File: src/rtl/filter_channel_scheduler.sv
// filter_channel_scheduler
//   Shares one single-stream filter core between N_CH sample channels.
//   Input side: round-robin grant of channel samples onto the core input.
//   Output side: an in-order tag FIFO steers each core result back to the
//   channel that issued it.
//   Drain/halt FSM: software can quiesce the core with nothing in flight.
//
// Optional build macro: SCHED_WEIGHTED_EN
//   When defined, adds i_cfg_weight. Channel i may then take up to
//   i_cfg_weight[4*i +: 4] + 1 back-to-back grants before the round-robin
//   pointer moves past it.
//
// Ports
//   i_clk, i_rst        clock, synchronous active-high reset
//   i_ch_in_valid       per-channel sample valid              [N_CH]
//   o_ch_in_ready       per-channel accept                    [N_CH]
//   i_ch_in_data        channel i at [i*DATA_WIDTH +: DATA_WIDTH]
//   o_core_in_valid     sample to core valid
//   i_core_in_ready     core accepts sample
//   o_core_in_data      granted sample
//   i_core_out_valid    core result valid
//   o_core_out_ready    backpressure to core
//   i_core_out_data     core result
//   o_ch_out_valid      per-channel result valid              [N_CH]
//   i_ch_out_ready      per-channel result accept             [N_CH]
//   o_ch_out_data       shared result bus (0 when no valid)
//   i_cfg_enable        level; scheduling enabled
//   i_cfg_halt          level; drain and halt request
//   o_sts_halted        high in HALTED
//   o_sts_inflight      tag FIFO occupancy
//   o_err_orphan        sticky; core result seen with no tag outstanding
module filter_channel_scheduler #(
    parameter int N_CH       = 4,
    parameter int DATA_WIDTH = 16,
    parameter int TAG_DEPTH  = 8
) (
    input  logic                         i_clk,
    input  logic                         i_rst,
`ifdef SCHED_WEIGHTED_EN
    input  logic [N_CH*4-1:0]            i_cfg_weight,
`endif
    input  logic [N_CH-1:0]              i_ch_in_valid,
    output logic [N_CH-1:0]              o_ch_in_ready,
    input  logic [N_CH*DATA_WIDTH-1:0]   i_ch_in_data,
    output logic                         o_core_in_valid,
    input  logic                         i_core_in_ready,
    output logic [DATA_WIDTH-1:0]        o_core_in_data,
    input  logic                         i_core_out_valid,
    output logic                         o_core_out_ready,
    input  logic [DATA_WIDTH-1:0]        i_core_out_data,
    output logic [N_CH-1:0]              o_ch_out_valid,
    input  logic [N_CH-1:0]              i_ch_out_ready,
    output logic [DATA_WIDTH-1:0]        o_ch_out_data,
    input  logic                         i_cfg_enable,
    input  logic                         i_cfg_halt,
    output logic                         o_sts_halted,
    output logic [$clog2(TAG_DEPTH):0]   o_sts_inflight,
    output logic                         o_err_orphan
);

    localparam int TAG_W = $clog2(N_CH);
    localparam int PTR_W = $clog2(TAG_DEPTH);
    localparam int CNT_W = PTR_W + 1;

    typedef enum logic [1:0] {S_IDLE, S_RUN, S_DRAIN, S_HALTED} state_t;

    state_t              r_state, w_state_nxt;
    logic [TAG_W-1:0]    r_rr_ptr;
    logic [TAG_W-1:0]    r_tag_mem [TAG_DEPTH];
    logic [PTR_W-1:0]    r_wptr, r_rptr;
    logic [CNT_W-1:0]    r_count;
    logic                r_err_orphan;

    logic                w_any;
    logic [TAG_W-1:0]    w_grant;
    logic [DATA_WIDTH-1:0] w_sel_data;
    logic                w_empty, w_full;
    logic                w_in_valid, w_push, w_pop, w_orphan;
    logic [TAG_W-1:0]    w_head;

    // (p + k) mod N_CH for k < N_CH; N_CH need not be a power of 2
    function automatic logic [TAG_W-1:0] f_wrap(input logic [TAG_W-1:0] p, input int k);
        int s;
        s = int'(p) + k;
        if (s >= N_CH) s = s - N_CH;
        return TAG_W'(s);
    endfunction

    // ---------------- round-robin grant ----------------
    always_comb begin
        w_any   = 1'b0;
        w_grant = r_rr_ptr;
        for (int k = 0; k < N_CH; k++) begin
            if (!w_any && i_ch_in_valid[f_wrap(r_rr_ptr, k)]) begin
                w_any   = 1'b1;
                w_grant = f_wrap(r_rr_ptr, k);
            end
        end
    end

    always_comb begin
        w_sel_data = '0;
        for (int i = 0; i < N_CH; i++) begin
            if (TAG_W'(i) == w_grant) w_sel_data = i_ch_in_data[i*DATA_WIDTH +: DATA_WIDTH];
        end
    end

    assign w_empty = (r_count == '0);
    assign w_full  = (r_count == CNT_W'(TAG_DEPTH));

    // Issue is decided purely from registered state: a full FIFO blocks
    // issue even if a result is popped in the same cycle.
    assign w_in_valid = (r_state == S_RUN) && !w_full && w_any;
    assign w_push     = w_in_valid && i_core_in_ready;

    assign o_core_in_valid = w_in_valid;
    assign o_core_in_data  = w_in_valid ? w_sel_data : '0;

    always_comb begin
        o_ch_in_ready = '0;
        if (w_in_valid) o_ch_in_ready[w_grant] = i_core_in_ready;
    end

    // ---------------- return path ----------------
    assign w_head   = r_tag_mem[r_rptr];
    assign w_pop    = !w_empty && i_core_out_valid && i_ch_out_ready[w_head];
    // With no tag outstanding the result has no owner: accept and drop it.
    assign w_orphan = w_empty && i_core_out_valid;

    always_comb begin
        o_ch_out_valid   = '0;
        o_ch_out_data    = '0;
        o_core_out_ready = 1'b1;
        if (!w_empty) begin
            o_ch_out_valid[w_head] = i_core_out_valid;
            o_core_out_ready       = i_ch_out_ready[w_head];
            if (i_core_out_valid) o_ch_out_data = i_core_out_data;
        end
    end

    // ---------------- FSM ----------------
    always_comb begin
        w_state_nxt = r_state;
        if (!i_cfg_enable) begin
            w_state_nxt = S_IDLE;
        end else begin
            case (r_state)
                S_IDLE:   w_state_nxt = S_RUN;
                S_RUN:    if (i_cfg_halt) w_state_nxt = S_DRAIN;
                S_DRAIN:  if (w_empty && !w_pop) w_state_nxt = S_HALTED;
                S_HALTED: if (!i_cfg_halt) w_state_nxt = S_RUN;
                default:  w_state_nxt = S_IDLE;
            endcase
        end
    end

    always_ff @(posedge i_clk) begin
        if (i_rst) r_state <= S_IDLE;
        else       r_state <= w_state_nxt;
    end

    // ---------------- tag FIFO ----------------
    always_ff @(posedge i_clk) begin
        if (w_push) r_tag_mem[r_wptr] <= w_grant;
    end

    always_ff @(posedge i_clk) begin
        if (i_rst) begin
            r_wptr       <= '0;
            r_rptr       <= '0;
            r_count      <= '0;
            r_err_orphan <= 1'b0;
        end else begin
            if (w_push) r_wptr <= r_wptr + PTR_W'(1);
            if (w_pop)  r_rptr <= r_rptr + PTR_W'(1);
            case ({w_push, w_pop})
                2'b10:   r_count <= r_count + CNT_W'(1);
                2'b01:   r_count <= r_count - CNT_W'(1);
                default: r_count <= r_count;
            endcase
            if (w_orphan) r_err_orphan <= 1'b1;
        end
    end

    // ---------------- round-robin pointer ----------------
`ifdef SCHED_WEIGHTED_EN
    logic [3:0]       r_burst;
    logic [TAG_W-1:0] r_burst_ch;
    logic [3:0]       w_weight_g;
    logic [3:0]       w_cur_burst;

    always_comb begin
        w_weight_g = '0;
        for (int i = 0; i < N_CH; i++) begin
            if (TAG_W'(i) == w_grant) w_weight_g = i_cfg_weight[i*4 +: 4];
        end
    end

    // A burst only continues while the same channel keeps winning.
    assign w_cur_burst = (w_grant == r_burst_ch) ? r_burst : 4'd0;

    always_ff @(posedge i_clk) begin
        if (i_rst) begin
            r_rr_ptr   <= '0;
            r_burst    <= '0;
            r_burst_ch <= '0;
        end else if (w_push) begin
            if (w_cur_burst >= w_weight_g) begin
                r_rr_ptr <= f_wrap(w_grant, 1);
                r_burst  <= '0;
            end else begin
                r_rr_ptr   <= w_grant;
                r_burst    <= w_cur_burst + 4'd1;
                r_burst_ch <= w_grant;
            end
        end else if (!i_ch_in_valid[r_burst_ch]) begin
            r_burst <= '0;
        end
    end
`else
    always_ff @(posedge i_clk) begin
        if (i_rst)       r_rr_ptr <= '0;
        else if (w_push) r_rr_ptr <= f_wrap(w_grant, 1);
    end
`endif

    assign o_sts_halted   = (r_state == S_HALTED);
    assign o_sts_inflight = r_count;
    assign o_err_orphan   = r_err_orphan;

endmodule

File: config.mk
export PLATFORM = sky130hd
export DESIGN_NAME = filter_channel_scheduler
export DESIGN_NICKNAME = d
export VERILOG_FILES = /design/src/rtl/filter_channel_scheduler.sv
export SDC_FILE = /design/constraint.sdc
export NUM_CORES = 1
export LEC_CHECK = 0
export CAP_MARGIN = 30
export CORE_ASPECT_RATIO = 1.5
export CORE_MARGIN = 5
export CORE_UTILIZATION = 36
export CTS_BUF_LIST = sky130_fd_sc_hd__clkbuf_2 sky130_fd_sc_hd__clkbuf_4 sky130_fd_sc_hd__clkbuf_8
export DETAILED_ROUTE_END_ITERATION = 6
export PLACE_DENSITY_LB_ADDON = 0.12
export SETUP_SLACK_MARGIN = 0.05
export SLEW_MARGIN = 10
export SYNTH_ARGS = -nofsm -noshare
export SYNTH_HDL_FRONTEND = slang
export SYNTH_SLANG_ARGS = --single-unit
File: constraint.sdc
create_clock -name i_clk -period 3.1 [get_ports i_clk]
set_input_delay 0.465 -clock i_clk [delete_from_list [all_inputs] [get_ports i_clk]]
set_output_delay 0.465 -clock i_clk [all_outputs]
set_load 0.05 [all_outputs]
Yosys cells after proc, flatten, opt, wreduce, memory -nomap -nowiden
Memory sizes are Yosys's and may differ from the RTL's. A register that Yosys moved wholly into a read port is not among the register bits.
Cells that the tools add are included.

word-level totals
  bits in registers = 15
  latch bits = 0
  bits in writable memories = 16
  memory bits (read-only) = 0
  input bits = 94
  output and inout port bits = 48
  word-level logic and storage cells = 118
  memories kept = 1

memory list
  name       depth  width  read ports  clocked after Yosys merged registers in  write ports  line  RTL
  r_tag_mem  8      2      1           1                                        1            69    logic [TAG_W-1:0] r_tag_mem [TAG_DEPTH];

cells by class
  add/subtract/negate cells = 13
  multipliers = 0
  divide/modulo/power cells = 0
  order comparisons = 13
  equality and inequality tests = 12
  shift operators = 0
  multiplexer cells = 46
  bitwise operators = 3
  reduce and logical (&&, ||, !) cells = 24

operator list
  cell                                                        number
  2-to-1 mux 16 bit                                           7
  2-to-1 mux 2 bit                                            12
  less-than comparator 2 x 3 -> 1 bit, second input constant  6
  2-to-1 mux 1 bit                                            14
  greater-or-equal comparator 3 bit, second input constant    4
  logical AND 1 bit                                           12
  binary-select mux 1 bit (select 2 bit)                      5
  subtractor 2 x 1 -> 2 bit, second input constant            5
  AND 4 bit                                                   2
  2-to-1 mux 4 bit                                            2
  one-hot mux 2 bit (4 select lines)                          1
  one-hot mux 4 bit (2 select lines)                          1
  adder 2 x 1 -> 3 bit, second input constant                 2
  adder 2 x 2 -> 3 bit, second input constant                 2
  adder 3 x 1 -> 3 bit, second input constant                 2
  == test 2 bit, second input constant                        3
  logical NOT 1 bit                                           6
  2-to-1 mux 3 bit                                            2
  != test 2 bit, second input constant                        3
  adder 4 x 1 -> 4 bit, second input constant                 1
  demux 1 bit (select 2 bit)                                  2
  == test 2 x 1 -> 1 bit, second input constant               2
  == test 2 bit, first input constant                         2
  == test 4 bit, second input constant                        1
  10 further kinds                                            12

Longest topological paths before layout
Gate-level depths: netlist (run 1).

  depth after elaboration = 20
  depth in mapped cells = 12
  gate-level depth less buffers = 12

Worst setup path before layout (run 1)
Ideal clock, no wire load.

  path type = input to output
  from = input i_ch_in_valid[0]
  to = output o_core_in_data[10]
  arrival time = 3,058 ps
  required time = 2,635 ps
  setup slack = -423 ps
  stages = 7
  buffers on the path = 2
  cells stage by stage = a21o_1 -> o21ai_0 -> ha_1 -> clkbuf_1 -> clkbuf_1 -> mux2i_1 -> nor2_1

on the way
  longest elaborated chain between the ends = 18
  elaborated cells on any way between the ends = 32
  classes of those cells = 3 x eq/ne; 21 x mux; 8 x reduce/logical

ends and longest elaborated chain
  element                                 line  RTL
  start: declaration                      42    input logic [N_CH-1:0] i_ch_in_valid,
  binary-select mux 1 bit (select 2 bit)  94    if (!w_any && i_ch_in_valid[f_wrap(r_rr_ptr, k)]) begin
  2-to-1 mux 1 bit (not written as such)  94
  2-to-1 mux 1 bit                        94
  logical NOT 1 bit                       94
  logical AND 1 bit                       94
  2-to-1 mux 1 bit                        94
  logical NOT 1 bit                       94
  logical AND 1 bit                       94
  2-to-1 mux 1 bit                        94
  logical NOT 1 bit                       94
  logical AND 1 bit                       94
  2-to-1 mux 2 bit (*)                    94
  net w_grant[1]                          75    logic [TAG_W-1:0] w_grant;
  logical NOT 2 bit                       104   if (TAG_W'(i) == w_grant) w_sel_data = i_ch_in_data[i*DATA_WIDTH +: DATA_WIDTH];
  2-to-1 mux 16 bit (3 in series)         104
  2-to-1 mux 16 bit (*)                   104
  2-to-1 mux 16 bit (*)                   117   assign o_core_in_data = w_in_valid ? w_sel_data : '0;
  end: declaration                        47    output logic [DATA_WIDTH-1:0] o_core_in_data,

Mark *: on every way through the listed nets, which the timed path passes. The rest lies on a longest branch. The select of a mux whose other input is x is not followed.

==> results by group, run 1 <==
Run status
  • Status: complete, but fails checks
  • Failing checks: setup timing

Detailed routing
  • Drt total wl: 7820 um
  • Vias per cell: 5.06
  • Pre-antenna DRT Iters: 4
  • Post-DRT Antenna Nets: 0
  • Initial DRC Count: 92
  • DRC viols: 0
  • Via Count: 2686
  • DR WL/cell: 14.7 um

Floorplanning
  • Placeable Area: 6850 sq um
  • Die Height: 112 um
  • # IOs: 142
  • Die ar.: 8790 sq um
  • Rows: 37
  • Chip width: 78.2 um
  • Initial Util: 0.367

Yosys
  • Flops & latches, synth: 34
  • Synth Flop Type: dfxtp_1
  • Synth unique cells: 40
  • Yosys top cell by area: edfxtp_1
  • Synthesized net count: 398
  • Async set or reset register ratio after synthesis: 0
  • Ranking of synthesized cells by area: edfxtp_1 19%, dfxtp_1 14%, mux2i_1 7.2%
  • Syn_area_per_cell: 8.61 sq um
  • Synthesized area: 2510 sq um
  • Number of synthesized flops with an enable pin: 16
  • Cells after Synth: 292
  • Sequential share of the synthesized area: 0.334
  • Synth warnings: 0
  • Synth top area share: 0.191

Placement
  • Placed instance count: 518
  • Final estimated routing congestion in global placement: 0.756
  • Port bufs: 141
  • HPWL after DPL: 6300 um
  • Post-DP Area: 4580 sq um

STA
  • Post-route clock skew: 9.89 ps
  • Crit share post-route: 1.01
  • Final hold vios: 0
  • Minimum clock period: 3120 ps
  • Worst-margin pin slew: 609 ps
  • Relative slew slack: 0.593
  • Fin. max-slew vios: 0
  • Final setup margin: -18.0 ps
  • Fmax achieved: 321 MHz
  • Setup violators final: 2
  • RSZ-0062 raised after global routing: true

GRT
  • Largest net degree at the start of global routing: 34
  • Total GRT Usage: 0.177
  • Vias in the first global route: 2789
  • First-pass GRT wire length: 12500 um
  • Global route overflow: 0
  • Initial antenna violation count: 0

Cells and area
  • Fillcell total: 544
  • Most frequent cells in the layout: 95 x clkdlybuf4s50_1, 36 x buf_12, 28 x nand2_1
  • Fin area: 4870 sq um
  • Area Growth Syn to Fin: 93.8%
  • Finished Layout Cells: 531
  • Ant diodes: 0
  • Nets: 558
  • Layout cells sized above 1: 0.274
  • Leading cell type in the layout, fill and taps excluded: clkdlybuf4s50_1

Clock tree
  • Num Clock Sinks: 34
  • TritonCTS clock tree: built
  • Worst-Skew Late Latency: 280 ps
  • Post-cts hold buffer count: 0
  • Clock-pin slew on the worst setup and hold paths: 70 ps
  • Clk root buf: clkbuf_8
  • Inserted Clock Buffers: 5
  • Clock Tree Buf Depth: 2
  • CTS H-tree lvls: 2

Critical path
  • Worst reg2reg setup slack: 0 ps
  • Buffer and inverter count on the worst path: 4
  • Critical path's top delay family: multiplexers
  • Kind of end point of the critical path: output pin
  • Critical path class: reg2out
  • Most frequent CP cell: mux4_2
  • Worst Path Max Fanout: 6
  • CP peak stage delay: 510 ps
  • Arrival time worst endpoint: 2650 ps
  • Cell breakdown of the critical path: buf_12 > mux2_4 > mux4_2 > mux4_2 > buf_4 > buf_6 > or2_4 > buf_8
  • CP required: 2630 ps
  • Slowest CP cell: mux4_2
  • CP startpoint kind: flop

Pwr
  • Pwr Density: 334 nW/um^2
  • Clock power frac: 0.295
  • Worst VDD drop: 0.306 mV
  • Static Leak: 0.00189 uW
  • Sequential Power Share: 0.303
  • Net Sw Power: 480 uW
  • Internal cell power: 1150 uW
  • Comb pwr share: 0.402
  • Switching power share of the total: 0.294

Job
  • Max_cap viols: 0

Hold path
  • Hold path startpoint: o_err_orphan$_SDFFE_PP0P_
  • Hold Path Class: reg2reg
==> logic make-up after synthesis <==
kind of cell	count (synthesis)	share of synthesized area
simple gates	125	0.274
compound gates	59	0.127
flops	34	0.334
buf+inv	28	0.0448
mux	28	0.139
fa+ha+maj	12	0.0597
xor+xnor	6	0.0209
==> synthesized netlist by cell type (10+ instances only) <==
cell,instances
a21oi_1,27
and2_1,20
and3b_1,16
clkbuf_1,16
dfxtp_1,18
edfxtp_1,16
ha_1,12
inv_1,10
mux2i_1,18
nand2_1,28
nor2_1,29
o21ai_0,21
==> path summary, 6_finish.rpt <==
kind | end | cells past startpoint
worst max register to register | o_sts_inflight[2]$_SDFFE_PP0P_ | 12
worst max-delay path | o_core_out_ready | 8
worst min register to register | o_err_orphan$_SDFFE_PP0P_ | 2
worst min-delay path | o_err_orphan$_SDFFE_PP0P_ | 2
==> metal layers <==
layer	vias to the layer above	global-route usage	routed length (um)
li1	1343	-	-
met1	1208	0.167	2760
met2	128	0.338	4070
met3	7	0.0618	853
met4	0	0.0782	127
met5	-	0	0
==> worst reg2reg max path: stages (launching register included) <==
cell and delay, ps:
dfxtp_2 340, buf_12 120, mux2_4 300, mux4_2 510, mux4_2 470, and2_4 170
ha_4 160, xor2_1 140, ha_2 200, a21oi_2 40, xor2_1 160, or3_1 310
a21oi_1 130
==> state kept, by name, indices dropped and copies added (netlist names), named ones only <==
| signal | cells |
|---|---|
| r_tag_mem | 16 |
| o_sts_inflight | 4 |
| r_rptr | 3 |
| r_wptr | 3 |
| r_rr_ptr | 2 |
| r_state | 2 |
| o_err_orphan | 1 |
==> what timing repair did <==
action | 4_1_cts | 5_1_grt
gates resized for setup | 21 | 22
setup buffers | 2 | 2
pin swaps | 6 | 4
gates cloned | 1 | 0
setup endpoints to repair | 19 | 19
==> stage by stage <==
step	util	TNS (ps)	hold slack [ps]	worst slack, ps	power (uW)
global placement	0.668	-887	450	-113	1110
CTS	0.703	-25.7	483	-23.4	1630
detailed placement	0.668	-1720	465	-155	1120
global route	0.711	-298	530	-125	1710
finish	0.711	-22.5	475	-18.0	1630
floorplan	-	0	459	53.9	817
==> final cells by class <==
class	count	area (sq um)	area share
Clock buffer	5	68.8	0.0141
Clock inverter	3	68.8	0.0141
Inverter	10	37.5	0.00770
Multi-Input combinational cell	230	1730	0.355
Sequential cell	34	842	0.173
Tap cell	78	97.6	0.0200
Timing Repair Buffer	171	2030	0.417
==> power groups by stage <==
stage / registers (uW) / logic (uW) / clock network, uW
5_1_grt: 495 / 700 / 512
4_1_cts: 494 / 643 / 491
2_1_floorplan: 511 / 306 / 0
3_5_place_dp: 504 / 619 / 0
6_report: 494 / 654 / 480
3_3_place_gp: 503 / 609 / 0
Note: power is estimated with default switching activity, not from simulation.
==> inputs of run 2 (changes only) <==
--- a/config.mk
+++ b/config.mk
@@ -11,6 +11,7 @@
 export CORE_UTILIZATION = 36
 export CTS_BUF_LIST = sky130_fd_sc_hd__clkbuf_2 sky130_fd_sc_hd__clkbuf_4 sky130_fd_sc_hd__clkbuf_8
 export DETAILED_ROUTE_END_ITERATION = 6
+export MAX_ROUTING_LAYER = met4
 export PLACE_DENSITY_LB_ADDON = 0.12
 export SETUP_SLACK_MARGIN = 0.05
 export SLEW_MARGIN = 10
==> run 2 against run 1 <==
Net effect: the run still ends with setup timing left; cell area is the same; power is essentially flat; via count shrank 0.41%; hold slack is the same; critical path type unchanged.
==> results by group, run 2 (same netlist as run 1, synthesis figures left out) <==
GRT
  • Total GRT Usage: 0.182 (+0.00464)
  • Global route overflow: 0 (unchanged)
  • Largest net degree at the start of global routing: 34 (unchanged)
  • Vias in the first global route: 2801 (+0.43%)
  • First-pass GRT wire length: 12400 um (-0.66%)
  • Initial antenna violation count: 0 (unchanged)

Clock tree
  • Post-cts hold buffer count: 0 (unchanged)
  • Clock Tree Buf Depth: 2 (unchanged)
  • CTS H-tree lvls: 2 (unchanged)
  • TritonCTS clock tree: built
  • Inserted Clock Buffers: 5 (unchanged)
  • Num Clock Sinks: 34 (unchanged)
  • Clk root buf: clkbuf_8
  • Worst-Skew Late Latency: 280 ps (about the same)
  • Clock-pin slew on the worst setup and hold paths: 70 ps (about the same)

Cells and area
  • Fin area: 4870 sq um (unchanged)
  • Biggest register: r_tag_mem
  • Area Growth Syn to Fin: 93.8% (unchanged)
  • Ant diodes: 0 (unchanged)
  • Nets: 558 (unchanged)
  • Final core utilization: 0.711 (unchanged)
  • Largest register FFs: 16 (unchanged)
  • Leading cell type in the layout, fill and taps excluded: clkdlybuf4s50_1
  • Layout cells sized above 1: 0.274 (unchanged)
  • Fillcell total: 544 (unchanged)
  • Most frequent cells in the layout: 95 x clkdlybuf4s50_1, 36 x buf_12, 28 x nand2_1

Placement
  • Final estimated routing congestion in global placement: 0.765 (+1.3%)
  • Port bufs: 141 (unchanged)
  • Post-DP Area: 4580 sq um (unchanged)
  • Pre-CTS setup slack: -155 ps (unchanged)
  • HPWL after DPL: 6300 um (unchanged)

Detailed routing
  • Initial DRC Count: 72 (-22%)
  • Pre-antenna DRT Iters: 4 (unchanged)
  • DR WL/cell: 14.7 um (about the same)
  • Post-DRT Antenna Nets: 0 (unchanged)
  • DRC viols: 0 (unchanged)
  • Via Count: 2675 (-0.41%)
  • Vias per cell: 5.04 (-0.41%)
  • Drt total wl: 7810 um (about the same)

STA
  • Minimum clock period: 3120 ps (+0.443 ps)
  • Fin. max-slew vios: 0 (unchanged)
  • Crit share post-route: 1.01 (about the same)
  • WHS: 475 ps (unchanged)
  • Post-route clock skew: 9.89 ps (unchanged)
  • RSZ-0062 raised after global routing: true
  • Setup violators final: 2 (unchanged)
  • Relative slew slack: 0.593 (+0.000635)
  • Final setup margin: -18.4 ps (-0.443 ps)
  • Final hold vios: 0 (unchanged)
  • Fmax achieved: 321 MHz (about the same)
  • Worst-margin pin slew: 608 ps (-0.950 ps)

Pwr
  • Static Leak: 0.00189 uW (unchanged)
  • Pwr Density: 334 nW/um^2 (about the same)
  • Worst VDD drop: 0.306 mV (about the same)
  • PnR Total Power: 1630 uW (about the same)

Critical path
  • Slowest CP cell: mux4_2
  • Critical path class: reg2out
  • CP startpoint kind: flop
  • CP peak stage delay: 510 ps (about the same)
  • Critical path's top delay family: multiplexers
  • Arrival time worst endpoint: 2650 ps (about the same)
  • Most frequent CP cell: mux4_2
  • Cell breakdown of the critical path: buf_12 > mux2_4 > mux4_2 > mux4_2 > buf_4 > buf_6 > or2_4 > buf_8
  • CP required: 2630 ps (about the same)
  • Worst Path Max Fanout: 6 (unchanged)
  • Kind of end point of the critical path: output pin
  • Buffer and inverter count on the worst path: 4 (unchanged)

Floorplanning
  • Placeable Area: 6850 sq um (unchanged)
  • Initial Util: 0.367 (unchanged)
  • Die Height: 112 um (unchanged)
  • Rows: 37 (unchanged)
  • # IOs: 142 (unchanged)
  • Die ar.: 8790 sq um (unchanged)
  • Chip width: 78.2 um (unchanged)

Job
  • Max_cap viols: 0 (unchanged)

Run status
  • Status: complete, but fails checks
  • Failing checks: setup timing

Hold path
  • Hold path startpoint: o_err_orphan$_SDFFE_PP0P_
  • Hold Path Class: reg2reg
==> run 2: worst paths after layout <==
path                                          to  slack, ps  cells past startpoint
hold reg to reg        o_err_orphan$_SDFFE_PP0P_        470                      2
setup / recovery                o_core_out_ready        -20                      8
hold / removal         o_err_orphan$_SDFFE_PP0P_        470                      2
setup reg to reg  o_sts_inflight[2]$_SDFFE_PP0P_          0                     12
==> run 2: cell type report <==
cell class,count,area (sq um),area share
flip-flops and latches,34,842,0.173
multi-input cells,230,1730,0.355
repair buffers,171,2030,0.417
inverters,10,37.5,0.00770
clock buffers,5,68.8,0.0141
clock inverters,3,68.8,0.0141
well taps,78,97.6,0.0200
==> run 2: stage by stage <==
stage,cells,setup TNS [ps]
after floorplan,292,0
after global placement,518,-887
after detailed placement,518,-1720
after CTS,529,-25.7
after global routing,531,-298
final,531,-22.3
==> run 2: repair_timing <==
action                     4_1_cts  5_1_grt
cloned                           1        0
resized for setup               21       22
setup buffers                    2        2
setup endpoints to repair       19       19
pin swaps                        6        4
==> run 2: metal layers <==
metal  GRT usage  wire (um)
met5           -          0
met4      0.0782        127
met3      0.0409        657
met2       0.338       4090
met1       0.178       2930
==> run 2: worst min-delay path, stage by stage (launching register included) <==
cell	delay (ps)
dfxtp_1	330
a21oi_1	40
nor2_1	70
==> run 2: power breakdown <==
group	leakage (uW)	switching [uW]	internal, uW
clock	0.0000683	158	322
combinational	0.00153	309	345
sequential	0.000293	12.1	482
